===== config.mk =====
export PLATFORM = sky130hd
export DESIGN_NAME = writeback_unit
export DESIGN_NICKNAME = d
export VERILOG_FILES = /design/src/rtl/writeback_unit.sv
export SDC_FILE = /design/constraint.sdc
export NUM_CORES = 1
export LEC_CHECK = 0
export ABC_AREA = 1
export CAP_MARGIN = 5
export CORE_ASPECT_RATIO = 0.9
export CORE_UTILIZATION = 44
export CTS_BUF_LIST = sky130_fd_sc_hd__clkbuf_16
export DETAILED_ROUTE_END_ITERATION = 10
export GPL_TIMING_DRIVEN = 1
export PLACE_DENSITY = 0.77
export SYNTH_ARGS = -nofsm -noshare
export SYNTH_HDL_FRONTEND = slang
export SYNTH_SLANG_ARGS = --single-unit

===== constraint.sdc =====
create_clock -name clk -period 5.1 [get_ports clk]
set_clock_uncertainty 0.15 [all_clocks]
set_input_delay 1.53 -clock clk [delete_from_list [all_inputs] [get_ports clk]]
set_output_delay 1.53 -clock clk [all_outputs]
set_load 0.03 [all_outputs]

===== src/rtl/writeback_unit.sv =====
// rtl/writeback_unit.sv - result queue driving the register file write port with a pending-write scoreboard
// Optional macro WB_FWD_EN: bypass the value on the write port to rs1_fwd/rs2_fwd and drop busy on a hit.
module writeback_unit #(
    parameter int XLEN  = 32,
    parameter int DEPTH = 2
) (
    input  logic                         clk,
    input  logic                         rst,
    input  logic                         issue_valid,
    input  logic [4:0]                   issue_rd,
    output logic                         issue_stall,
    input  logic                         res_valid,
    output logic                         res_ready,
    input  logic [4:0]                   res_rd,
    input  logic [XLEN-1:0]              res_data,
    input  logic                         wr_hold,
    output logic [4:0]                   a3,
    output logic                         we3,
    output logic [XLEN-1:0]              wd3,
    input  logic [4:0]                   rs1,
    input  logic [4:0]                   rs2,
    output logic                         rs1_busy,
    output logic                         rs2_busy,
    output logic [XLEN-1:0]              rs1_fwd,
    output logic [XLEN-1:0]              rs2_fwd,
    output logic [$clog2(DEPTH+1)-1:0]   count
);

    localparam int PW = $clog2(DEPTH);
    localparam int CW = $clog2(DEPTH+1);

    logic [31:0]     pending;
    logic [31:0]     pend_next;
    logic [4:0]      q_rd   [DEPTH];
    logic [XLEN-1:0] q_data [DEPTH];
    logic [PW-1:0]   wptr;
    logic [PW-1:0]   rptr;
    logic [CW-1:0]   cnt;
    logic            push;
    logic            pop;
    logic            issue_set;

    assign count       = cnt;
    assign res_ready   = (cnt < CW'(DEPTH));
    assign we3         = (cnt != '0) && !wr_hold;
    assign a3          = (cnt != '0) ? q_rd[rptr]   : 5'd0;
    assign wd3         = (cnt != '0) ? q_data[rptr] : '0;
    assign issue_stall = issue_valid && (issue_rd != 5'd0) && pending[issue_rd];

    // rd=0 results are consumed by the handshake but never occupy a slot
    assign push      = res_valid && res_ready && (res_rd != 5'd0);
    assign pop       = we3;
    assign issue_set = issue_valid && !issue_stall && (issue_rd != 5'd0);

    always_comb begin
        pend_next = pending;
        if (pop)
            pend_next[a3] = 1'b0;
        if (issue_set)
            pend_next[issue_rd] = 1'b1;
        pend_next[0] = 1'b0;
    end

    always_ff @(posedge clk) begin
        if (rst) begin
            pending <= '0;
            wptr    <= '0;
            rptr    <= '0;
            cnt     <= '0;
        end else begin
            pending <= pend_next;
            if (push) begin
                q_rd[wptr]   <= res_rd;
                q_data[wptr] <= res_data;
                wptr         <= wptr + PW'(1);
            end
            if (pop)
                rptr <= rptr + PW'(1);
            if (push && !pop)
                cnt <= cnt + CW'(1);
            else if (pop && !push)
                cnt <= cnt - CW'(1);
        end
    end

`ifdef WB_FWD_EN
    logic hit1;
    logic hit2;
    assign hit1     = we3 && (a3 == rs1) && (rs1 != 5'd0);
    assign hit2     = we3 && (a3 == rs2) && (rs2 != 5'd0);
    assign rs1_busy = (rs1 != 5'd0) && pending[rs1] && !hit1;
    assign rs2_busy = (rs2 != 5'd0) && pending[rs2] && !hit2;
    assign rs1_fwd  = hit1 ? wd3 : '0;
    assign rs2_fwd  = hit2 ? wd3 : '0;
`else
    assign rs1_busy = (rs1 != 5'd0) && pending[rs1];
    assign rs2_busy = (rs2 != 5'd0) && pending[rs2];
    assign rs1_fwd  = '0;
    assign rs2_fwd  = '0;
`endif

endmodule

==> results.yml <==
run_status:
  status: "finished with violations"
  violations: "design-rule violations"
placed_design:
  port_buffers: 100
  hpwlAfterDp_microns: 10470
  gp_congestion: 0.9234
  placedCellCount: 970
setup_path:
  crit_path_frequent_cell: "nand2_1"
  critPathLaunchType: "input pin"
  required_ns: 3.42
  worst-setup-path-type: "input pin to output port"
  endpoint_kind: "output port"
  worstPathArrival_ns: 3.24
  cp_max_fo: 9
  critPathTopFamily: "buffers and inverters"
  max_stage_delay_ns: 0.70
  crit_slowest_cell: "clkdlybuf4s50_1"
  crit_buf_inv: 2
  crit_chain: "clkdlybuf4s50_1 > nand2_2 > nor2_1 > nor2_1 > nand2_1 > nand2_1 > nand2_1 > nor2_4 > a21oi_1 > buf_4"
run:
  maxCapViolCount: 0
detailed_routing:
  first_pass_iters: 8
  wl_per_cell_microns: 14.85
  vias: 5126
  wl_microns: 14650
  postRouteAntennaNets: 0
  post-route-drc-count: 30
  vias_per_cell: 5.199
  drt_iter0_drc: 403
cts:
  clockRootBuffer: "clkbuf_16"
  clkTransAtPathRegs_ns: 0.08
  ctsResizeCount: 0
  clkLatencyLatePin_ns: 0.35
  cts_sinks: 110
  post_cts_buffers: 0
  cts_buffer_depth: 2
  holdBufCountCts: 0
  cts_tree: "built"
  htreeDepth: 3
  cts_buffers: 9
yosys:
  ys_seq_elements: 110
  ys_warn_count: 0
  yosys.area.top_type_share: 0.3695
  synthCells: 720
  yosys-top-cells-area: "edfxtp_1 37%, dfxtp_1 12%, nand2_1 10%"
  ys_types: 36
  syn_avg_cell_area_sq_um: 8.352
  yosys.area.top_type: "edfxtp_1"
  yosysSeqAreaShare: 0.4894
  netlist_area_sq_um: 6013
timing:
  rsz0062_at_grt: "no"
  holdWs_ns: 0.3345
  relSlewSlack: 0.4594
  fmax_ghz: 0.2031
  tightest_slew_ns: 0.8101
  finalCritPeriodShare: 0.9653
  fin_tns_setup_ns: 0
  hold_viol_final: 0
  fin_crit_ns: 4.923
  slew_viol_final: 0
  finalSetupViolCount: 0
grt:
  grt_antenna_before_repair: 0
  grt_use_total: 0.2115
  grt_max_degree: 39
  grt_pass1_wl_microns: 23290
  grt_overflow: 0
  grt_pass1_vias: 4475
floorplanning:
  die_height_microns: 112.9
  die_w_microns: 125.2
  rows: 40
  boundaryPins: 165
  coreArea_sq_um: 13360
  start_util: 0.4500
  dieArea_sq_um: 14140
power_and_ir_drop:
  p_leak_uw: 0.002732
  p_per_area_nw_per_um2: 426.1
  irDropWorstVdd_mv: 0.4868
finish:
  antenna_cells: 0
  fill_cells: 1240
  drive_above_1_share: 0.07579
  layout.cells.non_filler: 986
  regArea_sq_um: 2943
  syn2layout_area_growth_pct: 20.10
  multi_input_area_sq_um: 2432
  nNetsFinal: 871
min_path:
  hp-class: "flip-flop to flip-flop"
[final cells by class]
type / instances / area share
clock buffer: 9 / 0.03119
clock inverter: 7 / 0.01057
inverter: 53 / 0.02789
multi-input combinational: 522 / 0.3368
sequential: 110 / 0.4075
tap: 168 / 0.02911
timing repair buffer: 117 / 0.1570
[stage by stage]
stage | total power (uW) | setup slack, ns | instance area [sq um] | utilization
global route | 3230 | 0.05078 | 7222 | 0.5404
finish | 3077 | 0.1767 | 7222 | 0.5404
CTS | 3104 | 0.1838 | 7222 | 0.5404
global placement | 2393 | 0.1776 | 6920 | 0.5179
floorplan | 1924 | 0.1538 | 6250 | -
detailed placement | 2401 | 0.2034 | 6920 | 0.5179
[Yosys cell counts, drive strengths merged]
cell type,instances
a21oi,81
a22oi,2
buf,85
clkbuf,13
conb,1
dfxtp,36
edfxtp,74
ha,1
inv,53
nand2,169
nand3,16
nand4,31
nor2,66
nor3,11
nor3b,2
o2111ai,2
o211ai,9
o21a,1
o21ai,62
o21bai,1
o221ai,3
o31ai,1
[report_power, final]
| part | switching (uW) | internal, uW |
|---|---|---|
| combinational | 878 | 449 |
| clock | 347 | 354 |
| sequential | 25.5 | 1020 |
| total | 1250 | 1830 |
[cells by family after synthesis]
family	Yosys count	synth area share
adders and majority gates	1	0.002080
DFF	110	0.4894
and+or+nand+nor	295	0.2147
buffers and inverters	151	0.1475
AOI/OAI and AO/OA	162	0.1457
other	1	0.0006236
[cell usage in the layout, fill, tap and decap left out, types with 2 or more instances in the layout]
cell type	synthesis	final
inv_8	0	3
nor2_4	1	2
o2111ai_1	2	2
nor3b_1	2	2
nor3_1	10	9
inv_1	44	44
buf_4	66	19
nor2_2	2	2
inv_2	8	8
nand4_1	31	31
clkbuf_16	0	9
o221ai_1	3	3
o21ai_0	39	39
dfxtp_1	36	36
clkdlybuf4s50_1	0	97
o21ai_1	20	20
inv_6	0	3
o211ai_1	9	9
o21ai_2	3	3
a22oi_1	2	2
conb_1	1	64
a21oi_1	81	81
nand2_2	5	5
edfxtp_1	74	74
nor2_1	62	61
nand2_1	163	163
nand3_1	15	15
[state kept, by name, summed over array words and instances, names as in the netlist, named ones only]
signal	flops
wptr	1
count	2
rptr	1
q_data	64
q_rd	10
pending	31
[layer usage]
| layer | global-route usage | up-vias | part of all wire |
|---|---|---|---|
| met2 | 0.3412 | 243 | 0.47 |
| li1 | - | 2504 | - |
| met1 | 0.2888 | 2360 | 0.43 |
| met5 | 0 | - | 0 |
| met3 | 0.04444 | 19 | 0.084 |
| met4 | 0.06016 | 0 | 0.014 |
[worst paths after layout]
path / startpoint / to / slack [ns] / cells after the start
hold / removal: wptr / wptr / 0.33 / 2
setup / recovery: issue_rd[1] / issue_stall / 0.18 / 10
setup reg to reg: count[1] / count[1] / 2.81 / 9
hold reg to reg: wptr / wptr / 0.33 / 2
[tightest hold or removal path, stage by stage (launching register included)]
cell and delay (ns):
dfxtp_1 0.32, nand2_1 0.07, a21oi_1 0.06
(Power assumes the default switching activity.)
